## config.mk

```make
export PLATFORM = sky130hd
export DESIGN_NAME = fp_mul_seq
export DESIGN_NICKNAME = d
export VERILOG_FILES = /design/src/rtl/fp_mul_seq.sv
export SDC_FILE = /design/constraint.sdc
export NUM_CORES = 1
export LEC_CHECK = 0
export ABC_AREA = 1
export CAP_MARGIN = 20
export CELL_PAD_IN_SITES_DETAIL_PLACEMENT = 0
export CELL_PAD_IN_SITES_GLOBAL_PLACEMENT = 1
export CORE_MARGIN = 5
export CORE_UTILIZATION = 44
export CTS_BUF_LIST = sky130_fd_sc_hd__clkbuf_8 sky130_fd_sc_hd__clkbuf_16
export CTS_CLUSTER_DIAMETER = 50
export DETAILED_ROUTE_END_ITERATION = 6
export MAX_ROUTING_LAYER = met4
export PLACE_DENSITY = 0.84
export SYNTH_ARGS = -nofsm -noshare
export SYNTH_HDL_FRONTEND = slang
export SYNTH_SLANG_ARGS = --single-unit
export TNS_END_PERCENT = 30
```

## constraint.sdc

```tcl
create_clock -name clk -period 4.4 [get_ports clk]
set_input_delay 1.32 -clock clk [delete_from_list [all_inputs] [get_ports clk]]
set_output_delay 1.32 -clock clk [all_outputs]
set_load 0.01 [all_outputs]
```

## src/rtl/fp_mul_seq.sv

```systemverilog
// Iterative binary32 multiplier: captures operands, resolves specials, runs a
// 24-step radix-2 shift-add mantissa multiply, then normalizes, rounds and flags.
module fp_mul_seq (
    input  logic        clk,
    input  logic        rst_n,
    input  logic        in_valid,
    output logic        in_ready,
    input  logic [31:0] fp_X,
    input  logic [31:0] fp_Y,
    input  logic [2:0]  r_mode,
    output logic        out_valid,
    input  logic        out_ready,
    output logic [31:0] fp_Z,
    output logic        ovrf,
    output logic        udrf,
    output logic        busy
);

    localparam int unsigned FrcW = 23;
    localparam int unsigned SigW = 24;
    localparam int unsigned AccW = 48;
    localparam int unsigned ExpW = 10;
    localparam int unsigned CntW = 5;

    localparam logic [30:0] MagInf    = 31'h7F80_0000;
    localparam logic [30:0] MagMaxFin = 31'h7F7F_FFFF;
    localparam logic [31:0] QNan      = 32'h7FC0_0000;

    typedef enum logic [2:0] {
        S_IDLE,
        S_UNPACK,
        S_MUL,
        S_NORM,
        S_ROUND,
        S_DONE
    } state_e;

    state_e                 state_q;
    logic [31:0]            x_q;
    logic [31:0]            y_q;
    logic [2:0]             mode_q;
    logic                   sign_q;
    logic [AccW-1:0]        acc_q;
    logic [SigW-1:0]        mcand_q;
    logic [SigW-1:0]        mplier_q;
    logic signed [ExpW-1:0] exp_q;
    logic [CntW-1:0]        cnt_q;
    logic [FrcW-1:0]        mant_q;
    logic                   g_q;
    logic                   s_q;
    logic [31:0]            z_q;
    logic                   ovrf_q;
    logic                   udrf_q;
    logic                   out_valid_q;

    // Operand classification (exponent 0 is zero regardless of fraction)
    logic [7:0] ex_c, ey_c;
    logic       x_zero_c, y_zero_c, x_inf_c, y_inf_c, x_nan_c, y_nan_c;
    logic       sign_c;
    logic       special_c;
    logic [31:0] special_z_c;
    logic signed [ExpW-1:0] exp_sum_c;

    always_comb begin
        ex_c        = x_q[30:23];
        ey_c        = y_q[30:23];
        x_zero_c    = (ex_c == 8'h00);
        y_zero_c    = (ey_c == 8'h00);
        x_inf_c     = (ex_c == 8'hFF) && (x_q[22:0] == 23'd0);
        y_inf_c     = (ey_c == 8'hFF) && (y_q[22:0] == 23'd0);
        x_nan_c     = (ex_c == 8'hFF) && (x_q[22:0] != 23'd0);
        y_nan_c     = (ey_c == 8'hFF) && (y_q[22:0] != 23'd0);
        sign_c      = x_q[31] ^ y_q[31];
        special_c   = 1'b1;
        special_z_c = 32'd0;
        if (x_nan_c || y_nan_c) begin
            special_z_c = QNan;
        end else if ((x_inf_c || y_inf_c) && (x_zero_c || y_zero_c)) begin
            special_z_c = QNan;
        end else if (x_inf_c || y_inf_c) begin
            special_z_c = {sign_c, MagInf};
        end else if (x_zero_c || y_zero_c) begin
            special_z_c = {sign_c, 31'd0};
        end else begin
            special_c   = 1'b0;
        end
        exp_sum_c = ExpW'({2'b00, ex_c}) + ExpW'({2'b00, ey_c}) - ExpW'(10'd127);
    end

    // Rounding increment, carry handling and post-round range check
    logic                   inc_c;
    logic [SigW-1:0]        mant_sum_c;
    logic [FrcW-1:0]        rmant_c;
    logic signed [ExpW-1:0] rexp_c;
    logic                   ovf_c;
    logic                   unf_c;
    logic                   ovf_inf_c;
    logic [31:0]            round_z_c;

    always_comb begin
        inc_c     = 1'b0;
        ovf_inf_c = 1'b1;
        case (mode_q)
            3'b001: begin
                inc_c     = 1'b0;
                ovf_inf_c = 1'b0;
            end
            3'b010: begin
                inc_c     = sign_q & (g_q | s_q);
                ovf_inf_c = sign_q;
            end
            3'b011: begin
                inc_c     = ~sign_q & (g_q | s_q);
                ovf_inf_c = ~sign_q;
            end
            3'b100: begin
                inc_c     = g_q;
                ovf_inf_c = 1'b1;
            end
            default: begin
                inc_c     = g_q & (s_q | mant_q[0]);
                ovf_inf_c = 1'b1;
            end
        endcase
        mant_sum_c = {1'b0, mant_q} + SigW'(inc_c);
        rmant_c    = mant_sum_c[SigW-1] ? FrcW'(0) : mant_sum_c[FrcW-1:0];
        rexp_c     = exp_q + (mant_sum_c[SigW-1] ? ExpW'(1) : ExpW'(0));
        ovf_c      = (rexp_c >= 10'sd255);
        unf_c      = (rexp_c <= 10'sd0);
        if (ovf_c) begin
            round_z_c = {sign_q, ovf_inf_c ? MagInf : MagMaxFin};
        end else if (unf_c) begin
            round_z_c = {sign_q, 31'd0};
        end else begin
            round_z_c = {sign_q, rexp_c[7:0], rmant_c};
        end
    end

    always_ff @(posedge clk or negedge rst_n) begin
        if (!rst_n) begin
            state_q     <= S_IDLE;
            x_q         <= '0;
            y_q         <= '0;
            mode_q      <= '0;
            sign_q      <= 1'b0;
            acc_q       <= '0;
            mcand_q     <= '0;
            mplier_q    <= '0;
            exp_q       <= '0;
            cnt_q       <= '0;
            mant_q      <= '0;
            g_q         <= 1'b0;
            s_q         <= 1'b0;
            z_q         <= '0;
            ovrf_q      <= 1'b0;
            udrf_q      <= 1'b0;
            out_valid_q <= 1'b0;
        end else begin
            case (state_q)
                S_IDLE: begin
                    if (in_valid) begin
                        x_q     <= fp_X;
                        y_q     <= fp_Y;
                        mode_q  <= r_mode;
                        state_q <= S_UNPACK;
                    end
                end
                S_UNPACK: begin
                    sign_q <= sign_c;
                    if (special_c) begin
                        z_q         <= special_z_c;
                        ovrf_q      <= 1'b0;
                        udrf_q      <= 1'b0;
                        out_valid_q <= 1'b1;
                        state_q     <= S_DONE;
                    end else begin
                        acc_q    <= '0;
                        mcand_q  <= {1'b1, x_q[22:0]};
                        mplier_q <= {1'b1, y_q[22:0]};
                        exp_q    <= exp_sum_c;
                        cnt_q    <= '0;
                        state_q  <= S_MUL;
                    end
                end
                S_MUL: begin
                    if (mplier_q[0]) begin
                        acc_q <= acc_q + (AccW'(mcand_q) << cnt_q);
                    end
                    mplier_q <= mplier_q >> 1;
                    cnt_q    <= cnt_q + CntW'(1);
                    if (cnt_q == CntW'(SigW - 1)) begin
                        state_q <= S_NORM;
                    end
                end
                S_NORM: begin
                    if (acc_q[AccW-1]) begin
                        mant_q <= acc_q[46:24];
                        g_q    <= acc_q[23];
                        s_q    <= |acc_q[22:0];
                        exp_q  <= exp_q + ExpW'(1);
                    end else begin
                        mant_q <= acc_q[45:23];
                        g_q    <= acc_q[22];
                        s_q    <= |acc_q[21:0];
                    end
                    state_q <= S_ROUND;
                end
                S_ROUND: begin
                    z_q         <= round_z_c;
                    ovrf_q      <= ovf_c;
                    udrf_q      <= unf_c;
                    out_valid_q <= 1'b1;
                    state_q     <= S_DONE;
                end
                S_DONE: begin
                    if (out_ready) begin
                        out_valid_q <= 1'b0;
                        state_q     <= S_IDLE;
                    end
                end
                default: begin
                    state_q <= S_IDLE;
                end
            endcase
        end
    end

    assign in_ready  = (state_q == S_IDLE);
    assign busy      = (state_q != S_IDLE);
    assign out_valid = out_valid_q;
    assign fp_Z      = z_q;
    assign ovrf      = ovrf_q;
    assign udrf      = udrf_q;

endmodule

```

# Yosys cells after proc, flatten, opt, wreduce, memory -nomap -nowiden
# Index checks and enable logic that the tools add are counted.
# word_totals
output_inout_bits	37
ff_bits	242
elab_cells	125
# classes
addsub	7
n_shift	1
eq_ne	19
n_bitwise	8
reduce_logical	30
magnitude_cmp	2
muxes	41
# op_table
operator	n
32-bit 2-to-1 mux	5
48-bit 2-to-1 mux	2
48-bit one-hot mux with 2 select lines	1
32-bit one-hot mux with 2 select lines	1
31-bit 2-to-1 mux	2
48-bit adder	1
24-bit 2-to-1 mux	2
24-bit one-hot mux with 2 select lines	1
24-bit by 5-bit << shifter with 48-bit output	1
23-bit zero test	2
23-bit 2-to-1 mux	2
23-bit nonzero test	2
23-bit by 1-bit adder with 24-bit output	1
23-bit OR reduction	1
22-bit OR reduction	1
10-bit 2-to-1 mux	2
10-bit one-hot mux with 2 select lines	1
3-bit one-hot mux with 6 select lines	1
8-bit == test, second input constant	2
8-bit zero test	2
2-bit != test, second input constant	7
3-bit by 2-bit == test with 1-bit output, second input constant	4
3-bit 2-to-1 mux	4
3-bit AND reduction	4
26 further kinds	56

# Logic depth before layout (Yosys ltp)
# Gate-level depths: netlist (run 1).
# depth
word_depth	10
depth_mapped	29
ltp_nobuf	29

# Least setup slack after synthesis (run 1)
# No wires, ideal clock.
# synth_timing
path_type	register -> register
from	reg mode_q[2]
to	reg z_q[0] (netlist: fp_Z[0])
n_path_buf	1
path_stages_with_launch	27
t_arrival_ns	3.394
setup_slack_ns	0.889
path_cell_list	dfrtp_1 > nor2_1 > nor2_1 > nand3_1 > o21ai_0 > a21oi_1 > ha_1 > nand3_1 > inv_1 > nand2_1 > nor2_2 > nand4_1 > nor4b_1 > ha_1 > ha_1 > nand2_1 > nor2_1 > nand3_1 > nand2_1 > nand3_1 > nor2_1 > nor2_4 > buf_6 > nand3_1 > nand2_1 > nand2_1 > nand2_1
# synth_between
elab_chain_cells	9
# synth_rtl
element	line_no	rtl
from (decl)	41	logic [2:0] mode_q;
from (signal assigned)	164	mode_q <= r_mode;
3-bit == test, or another cell as far along	103	case (mode_q)
1-bit one-hot mux with 4 select lines	103	
23-bit by 1-bit adder with 24-bit output	125	mant_sum_c = {1'b0, mant_q} + SigW'(inc_c);
1-bit 2-to-1 mux	127	rexp_c = exp_q + (mant_sum_c[SigW-1] ? ExpW'(1) : ExpW'(0));
10-bit by 2-bit adder with 10-bit output	127	
10-bit by 1-bit less-or-equal comparator with 1-bit output	129	unf_c = (rexp_c <= 10'sd0);
31-bit 2-to-1 mux	132	end else if (unf_c) begin
31-bit 2-to-1 mux (*)	130	if (ovf_c) begin
32-bit one-hot mux with 2 select lines (*)	159	case (state_q)
to (signal assigned)	171	z_q <= special_z_c;
to (signal assigned)	209	z_q <= round_z_c;
to (decl)	51	logic [31:0] z_q;
# Mark *: on every way between the ends. The rest lies on a longest branch, timed or not.
# A chain may end at the register's enable or synchronous reset.

# Worst setup path after layout (run 1)
# layout_timing
from	reg mode_q[2]
to	reg z_q[22] (netlist: fp_Z[22])
# The elaborated chain is that of the path after synthesis.

==> flow_results.org, run 1 <==
** Global routing
- Antenna violations before repair :: 0
- Maximum number of pins on one net before global-route repair :: 83
- The first global-routing pass estimated 82.8 mm of wire.
- Number of global-route vias before repair :: 15500
- Remaining global-route overflow :: 0
- Global routing usage summed across all routing layers :: 25.4%

** Detailed routing
- In the routed design, unresolved DRC markers number 0.
- Using the TritonRoute via totals, the vias-per-cell ratio works out to 5.25.
- Number of violations reported at the end of detailed-routing iteration 0 :: 1119
- Overall routed net length :: 51.1 mm
- In the final routed layout, each cell accounts on average for around 17 µm.
- The count of nets left with antenna violations once routing finished came out at 0.
- Via total after detailed routing :: 15800
- Before antenna repair, the detailed router went through 5 iterations.

** Logic synthesis
- The most used flip-flop cell after synthesis is dfrtp_1.
- Sequential fraction of the synthesis area :: 36.7%
- Yosys cell types :: 52
- Synth warnings :: 0
- Cells after Synth :: between 2000 and 2500
- After synthesis, the share of flip-flops with an asynchronous set or reset is 100%.
- Total standard cell area after synthesis :: 16500 µm²
- Register bit count reported by yosys :: 242
- After synthesis, the largest area contributor takes up a little over a third of total cell area.
- Top area cells in the synthesized netlist :: dfrtp_1 37%, nand2_1 18%, o21ai_0 6.4%
- Number of synthesized flops with an enable pin :: 0
- Post-synthesis cell type with the largest combined area :: dfrtp_1
- Syn nets :: 2521
- Dividing the synthesized area by the synthesized cell count gives between 6 and 7 µm².

** Worst setup path
- Cell class contributing the biggest share of worst-path delay :: simple AND/OR/NAND/NOR gates
- The worst setup path is launched from a register.
- Most numerous cell on the critical path :: nand2_1
- Crit path DAT :: 4.41 ns
- Biggest cell delay along the critical path :: 0.42 ns
- WP buf/inv :: 3
- Master of the slowest instance on the critical path :: dfrtp_1
- Nature of the critical path endpoint :: register
- Largest fanout of any net on the critical path :: 12
- Required @ worst endpoint :: between 4 and 5 ns
- Setup slack on the worst reg-to-reg path comes out at a little under 0.4 ns.
- Classification of the worst setup path :: register to register

** Timing
- Setup slack closes at 0.394 ns.
- Fin crit period :: 4.01 ns
- Final slew viol count :: 0
- Dividing the final minimum period by the clock period gives 91.1%.
- In this run the tightest slew margin relative to its limit is a little under a third.
- On the final layout, the worst hold slack is 0.469 ns.
- Based on the critical path, the design can be clocked at up to about 0.25 GHz.
- Setup violations remaining at the end of the flow were counted as 0.
- Final-report hold violation count :: 0
- Worst Tran Pin Value :: 1.03 ns
- For the final database, setup skew stands at between 0.02 and 0.03 ns.

** Power
- Overall power consumption after layout is estimated at 0.0147 W.
- In this run the power density over the cells is approximately 760 nW/µm².
- Worst-case vdd ir drop :: 470 µV
- In this run the static leakage power is between 9 and 10 nW.

** Clocking
- The tree built by TritonCTS fans out to ~240 sinks.
- Deepest clock path buffer count :: 3
- TritonCTS built the clock tree.
- Clock transition at the registers of the reported paths :: 0.05 ns
- CTS built an H-tree with a depth of 2.
- Clock latency on the worst-skew pair :: between 0.5 and 0.6 ns
- Post-CTS Hold Buffers :: 0
- CTS buffer count :: 37
- The tree is rooted in a clkbuf_16.

** Die
- Height of the chip :: roughly 200 µm
- After floorplanning, the core was sized to cover around 37000 µm².
- The initialized floorplan defines 71 standard-cell rows.
- Initial standard-cell utilization of the core :: ~44%
- I/O pin count :: 108
- The die covers 41500 µm².
- In this run the horizontal extent of the chip is 204 µm.

** Place
- Number of I/O port buffers :: 107
- Post-DP HPWL :: 39.7 mm
- The congestion estimate from routability-driven global placement came to between 0.9 and 1.
- At the placement stage, the worst setup path has a slack of 0.245 ns.
- Standard cell area after detailed placement :: around 18000 µm²

** Cells and area
- After routing the design area is 19400 µm².
- The library cell used most frequently in the layout, excluding fill and tap cells, is nand2_1.
- Synthesis-to-finish area growth :: 17.2%
- Final layout net count :: 2609
- Fraction of final layout cells with drive strength greater than 1 :: 7.95%
- Most used cells in the layout excluding fill and tap cells :: 808 x nand2_1, 242 x dfrtp_1, 235 x nor2_1
- Cells fill 51.7% of the core in the end.
- Diode count :: 0

** Hold path
- The worst hold path belongs to the class register to register.

** Outcome
- The run finished with clean final reports.

** Job
- Max-cap violation count :: 0
==> worst register-to-register path: cells and delay by family, from the launching register on <==
| kind | cells | cell delay [ns] |
|---|---|---|
| AOI/OAI and AO/OA | 3 | 0.26 |
| adders and majority gates | 3 | 0.56 |
| buffers and inverters | 3 | 0.44 |
| DFF | 1 | 0.42 |
| and+or+nand+nor | 19 | 2.21 |
==> synth_stat cells (3+ instances only) <==
cell        n
nand3b_1   12
nand4_1    35
buf_2      25
clkbuf_1   49
nor3_1     24
nor2_2      3
o21bai_1    9
and2_1      6
buf_1       6
nor2_1    239
nand2_1   810
a21oi_1    93
buf_6       6
nor3_2      3
mux2i_1    11
inv_1     182
a21o_1      4
nand3_1   156
a31oi_1    28
ha_1       69
o21ai_0   212
mux2_2     52
or2_2      34
o22ai_1     7
inv_2       3
o211ai_1    3
dfrtp_1   242
xor2_1     18
nor4_1      6
xnor2_1     3
==> cell type report <==
| class | instances | area [µm²] |
|---|---|---|
| clock buffers | 44 | 1030 |
| clock inverters | 20 | 191 |
| fillers | 3763 | 18000 |
| inverters | 186 | 703 |
| multi-input cells | 1864 | 9400 |
| flip-flops and latches | 242 | 6060 |
| well taps | 511 | 639 |
| repair buffers | 135 | 1320 |
| repair inverters | 1 | 6.26 |
==> report_power, final <==
| group | internal [W] | switching, W | total, W |
|---|---|---|---|
| Combinational | 0.00291 | 0.00488 | 0.00780 |
| Sequential | 0.00319 | 0.000800 | 0.00399 |
| Clock | 0.00179 | 0.00111 | 0.00290 |
| Total | 0.00789 | 0.00679 | 0.0147 |
==> per-stage QoR <==
step / setup TNS (ns) / instances
final: 0 / 3003
after floorplan: 0 / 2379
after global placement: 0 / 2937
after CTS: 0 / 3001
after global routing: -0.0151 / 3003
after detailed placement: 0 / 2937
==> cell families after synthesis <==
logic type      count (synthesis)  synth area share, %
compound gates                370                 12.0
xor+xnor                       22                 1.21
fa+ha+maj                      71                 5.47
buf+inv                       273                 6.67
flops                         242                 36.7
mux                            63                 4.21
simple gates                 1338                 33.8
==> state kept, by name (all words and copies together), names as in the netlist <==
| register | cells |
|---|---|
| acc_q | 48 |
| mplier_q | 24 |
| exp_q | 10 |
| x_q | 32 |
| mant_q | 23 |
| out_valid | 1 |
| fp_Z | 32 |
| sign_q | 1 |
| s_q | 1 |
| ovrf | 1 |
| cnt_q | 5 |
| y_q | 32 |
| mcand_q | 24 |
| state_q | 3 |
| g_q | 1 |
| udrf | 1 |
| mode_q | 3 |
==> final timing paths <==
kind | cells after the start | startpoint | end
setup reg to reg | 28 | mode_q[2] | fp_Z[22]
min in group asynchronous | 1 | rst_n | x_q[17]
hold / removal | 2 | fp_Z[7] | fp_Z[7]
hold reg to reg | 2 | fp_Z[7] | fp_Z[7]
setup / recovery | 28 | mode_q[2] | fp_Z[22]
max in group asynchronous | 2 | rst_n | y_q[5]
==> layer usage <==
layer,up-vias,GRT usage [%],part of all wire (%)
li1,7987,-,-
met1,7394,34.2,47
met2,303,40.1,45
met3,80,3.78,4.4
met4,0,7.37,2.9
met5,-,-,0
==> what timing repair did <==
action | in CTS | in global routing
setup endpoints to repair | 0 | 28
buffers inserted | 0 | 1
resized for setup | 0 | 11
Power figures use the tool's default switching activity.
==> inputs of run 2 (changes only) <==
--- a/config.mk
+++ b/config.mk
@@ -16,6 +16,7 @@
 export DETAILED_ROUTE_END_ITERATION = 6
 export MAX_ROUTING_LAYER = met4
 export PLACE_DENSITY = 0.84
+export SETUP_SLACK_MARGIN = 0.2
 export SYNTH_ARGS = -nofsm -noshare
 export SYNTH_HDL_FRONTEND = slang
 export SYNTH_SLANG_ARGS = --single-unit
==> run 2 against run 1 <==
Flip-flop and latch count did not move. Count of clock-buffer cells in the layout did not move. Clock skew fell by 0.0015 ns. Register-to-register slack improved by 0.03 ns. Total power rose by 0.20%. Critical path type unchanged. Largest power group unchanged.
==> flow_results.org, run 2 (same netlist as run 1, synthesis figures left out) <==
** Outcome
- Run status :: finished clean

** Clocking
- Clock tree synthesis selected as its root buffer the cell clkbuf_16.
- The number of CTS-inserted buffers came to 37 (unchanged).
- Clock transition at the registers of the reported paths :: 0.06 ns (about the same)
- The clock insertion delay at the later pin of the skew report is 0.55 ns (about the same).
- The number of buffers on the longest clock path came to 3 (unchanged).
- The number of clock sinks is 242 (unchanged).
- TritonCTS built the clock tree.
- The depth of the CTS H-tree came to 2 (unchanged).

** Cells and area
- Relative to the synthesized area, the layout overhead comes to 17.4%.
- Most used cells in the layout excluding fill and tap cells :: 808 x nand2_1, 242 x dfrtp_1, 235 x nor2_1
- Final layout net count :: 2609 (unchanged)
- The number of flip-flops in the largest register is 48 (unchanged).
- Design area :: 19400 µm² (+0.16%)
- Diode count :: 0 (unchanged)
- Most flop-heavy register :: acc_q
- Leaving out fill and tap cells, the most frequent cell in the layout is nand2_1.
- Fraction of final layout cells with drive strength greater than 1 :: 8.15% (+0.20 points)
- The count of fill cells added during filler insertion came to 3762 (-0.027%).

** Hold path
- In this run the most critical hold path is launched from fp_Z[7].
- Hold crit path type :: register to register
- The number of instances on the worst hold path came to 2 (unchanged).
- End point of the most critical hold path :: fp_Z[7]

** Timing
- Setup repair after global routing missed its margin :: yes
- The final setup skew was 0.0272 ns (-0.00154 ns).
- Fmax :: 0.251 GHz (+0.69%)
- Final Worst Setup Slack :: 0.421 ns (+0.0276 ns)
- The smallest hold slack came to 0.470 ns (+0.000618 ns).
- The final total negative setup slack was 0 ns (unchanged).
- The headroom to the max-slew limit is 31.0% (-0.075 points).
- The number of failing setup endpoints in the final timing report was 0 (unchanged).
- Period utilisation layout :: 90.4% (-0.63 points)
- The actual slew at the worst max-slew pin came to 1.03 ns (+0.00112 ns).
- The clock period minus worst slack is 3.98 ns (-0.0276 ns).
- Final-report hold violation count :: 0 (unchanged)
- The max-slew violation count is 0 (unchanged).

** Global routing
- Wire length of the first global-routing pass :: 82.8 mm (unchanged)
- The via count of the first global-routing pass came to 15500 (unchanged).
- Maximum number of pins on one net before global-route repair :: 83 (unchanged)
- The number of antenna violations at the first check in global routing came to 0 (unchanged).
- The total overflow reported by the global router was 0 (unchanged).
- The overall global routing resource usage came to 25.4% (unchanged).

** Worst setup path
- Largest fanout of any net on the critical path :: 29 (+17)
- The critical path is of the register to register type.
- The path length in cells of the critical path came to 19 (-32%).
- R2r startpoint :: cnt_q[0]
- Startpoint Class :: register
- The reg-to-reg setup timing slack is 0.42 ns (+0.03 ns).
- Master of the slowest instance on the critical path :: ha_1
- WP buf/inv :: 3 (unchanged)
- Worst reg2reg endpoint :: acc_q[36]
- Most numerous cell on the critical path :: nand2_1
- Cell class contributing the biggest share of worst-path delay :: simple AND/OR/NAND/NOR gates
- The endpoint required time on the critical path is 4.83 ns (+0.02 ns).
- The worst reg-to-reg path cell count came to 19 (-32%).
- The critical path goes through buf_4 > o21ai_0 > inv_1 > o21ai_0 > mux2i_1 > o21ai_0 > nor2_1 > ha_1 > nand2_1 > nor2_1 > nand2_1 > inv_1 > nand4_1 > nand3b_1 > nand2_1 > nand2_1 > nand2_1 > nand3_1 > nand2_1.
- Crit path DAT :: 4.40 ns (about the same)
- Nature of the critical path endpoint :: register
- The largest stage delay on the critical path came to 0.38 ns (-0.04 ns).

** Detailed routing
- The vias per cell is 5.25 (about the same).
- Via total after detailed routing :: 15800 (-0.019%)
- Overall routed net length :: 51.2 mm (+0.18%)
- Post-DR wirelength/cell :: 17.0 µm (+0.18%)
- Final ANT Viol Nets :: 0 (unchanged)
- Length of the first detailed-routing pass in iterations :: 6 (+1)
- The number of violations reported at the end of detailed-routing iteration 0 is 1101 (-1.6%).
- DR DRC count :: 0 (unchanged)

** Die
- Initial standard-cell utilization of the core :: 44.2% (unchanged)
- The area inside the core boundary came to 37400 µm² (unchanged).
- Die Outline Area :: 41500 µm² (unchanged)
- The number of top-level design ports is 108 (unchanged).
- Height of the chip :: 204 µm (unchanged)
- The placement row count was 71 (unchanged).
- Overall die width :: 204 µm (unchanged)

** Place
- The final weighted congestion of routability-driven global placement was 0.978 (unchanged).
- The placed wire-length estimate after detailed placement came to 39.7 mm (unchanged).
- Setup slack at placement :: 0.245 ns (unchanged)
- The number of buffers added on ports came to 107 (unchanged).
- The total cell area at the placement stage was 18100 µm² (unchanged).

** Power
- Worst-case vdd ir drop :: 469 µV (-0.22%)
- Power per cell area :: 759 nW/µm² (about the same)
- Static leakage power :: 9.44 nW (about the same)

** Job
- Max-cap violation count :: 0 (unchanged)
-- run 2: report_power, final --
| group | switching, W | leakage, nW | internal (W) |
|---|---|---|---|
| logic | 0.00490 | 5.80 | 0.00292 |
| registers | 0.000798 | 3.02 | 0.00319 |
| clock network | 0.00111 | 0.620 | 0.00179 |
-- run 2: stage by stage --
| stage | utilization [%] | power [W] | cells |
|---|---|---|---|
| CTS | 51.6 | 0.0147 | 3001 |
| global placement | 48.3 | 0.0116 | 2937 |
| finish | 51.8 | 0.0147 | 3003 |
| global route | 51.8 | 0.0161 | 3003 |
| floorplan | - | 0.00937 | 2379 |
| detailed placement | 48.3 | 0.0117 | 2937 |
-- run 2: worst max path at each step --
stage | startpoint | to | slack (ns)
6_report | cnt_q[0] | acc_q[36] | 0.42
5_1_grt | cnt_q[0] | acc_q[36] | 0.15
4_1_cts | mode_q[2] | fp_Z[22] | 0.25
3_5_place_dp | mode_q[2] | fp_Z[23] | 0.25
3_3_place_gp | mode_q[2] | fp_Z[23] | 0.33
2_1_floorplan | mode_q[2] | fp_Z[0] | 0.89
-- run 2: area by class of cell --
type	instances	area, µm²	share of cell area (%)
well taps	511	639	3.30
clock inverters	20	191	0.988
multi-input cells	1864	9430	48.7
flip-flops and latches	242	6060	31.2
repair inverters	1	6.26	0.0323
inverters	186	703	3.63
repair buffers	135	1320	6.83
clock buffers	44	1030	5.33
-- run 2: timing repair --
item | in CTS | in global routing
endpoints found under the setup margin | 0 | 33
hold buffers | 0 | 0
setup buffers | 0 | 1
resized for setup | 0 | 19
-- run 2: routing by layer --
layer | routed length (µm) | GRT usage (%) | part of all wire, % | vias up
li1 | - | - | - | 7992
met1 | 24100 | 34.2 | 47 | 7350
met2 | 23200 | 40.1 | 45 | 327
met3 | 2310 | 3.78 | 4.5 | 92
met4 | 1560 | 7.37 | 3.1 | 0
met5 | 0 | - | 0 | -
-- run 2: worst min-delay path: cells and delay by family (launching register included) --
| kind | cells | cell delay [ns] |
|---|---|---|
| DFF | 1 | 0.33 |
| and+or+nand+nor | 2 | 0.11 |
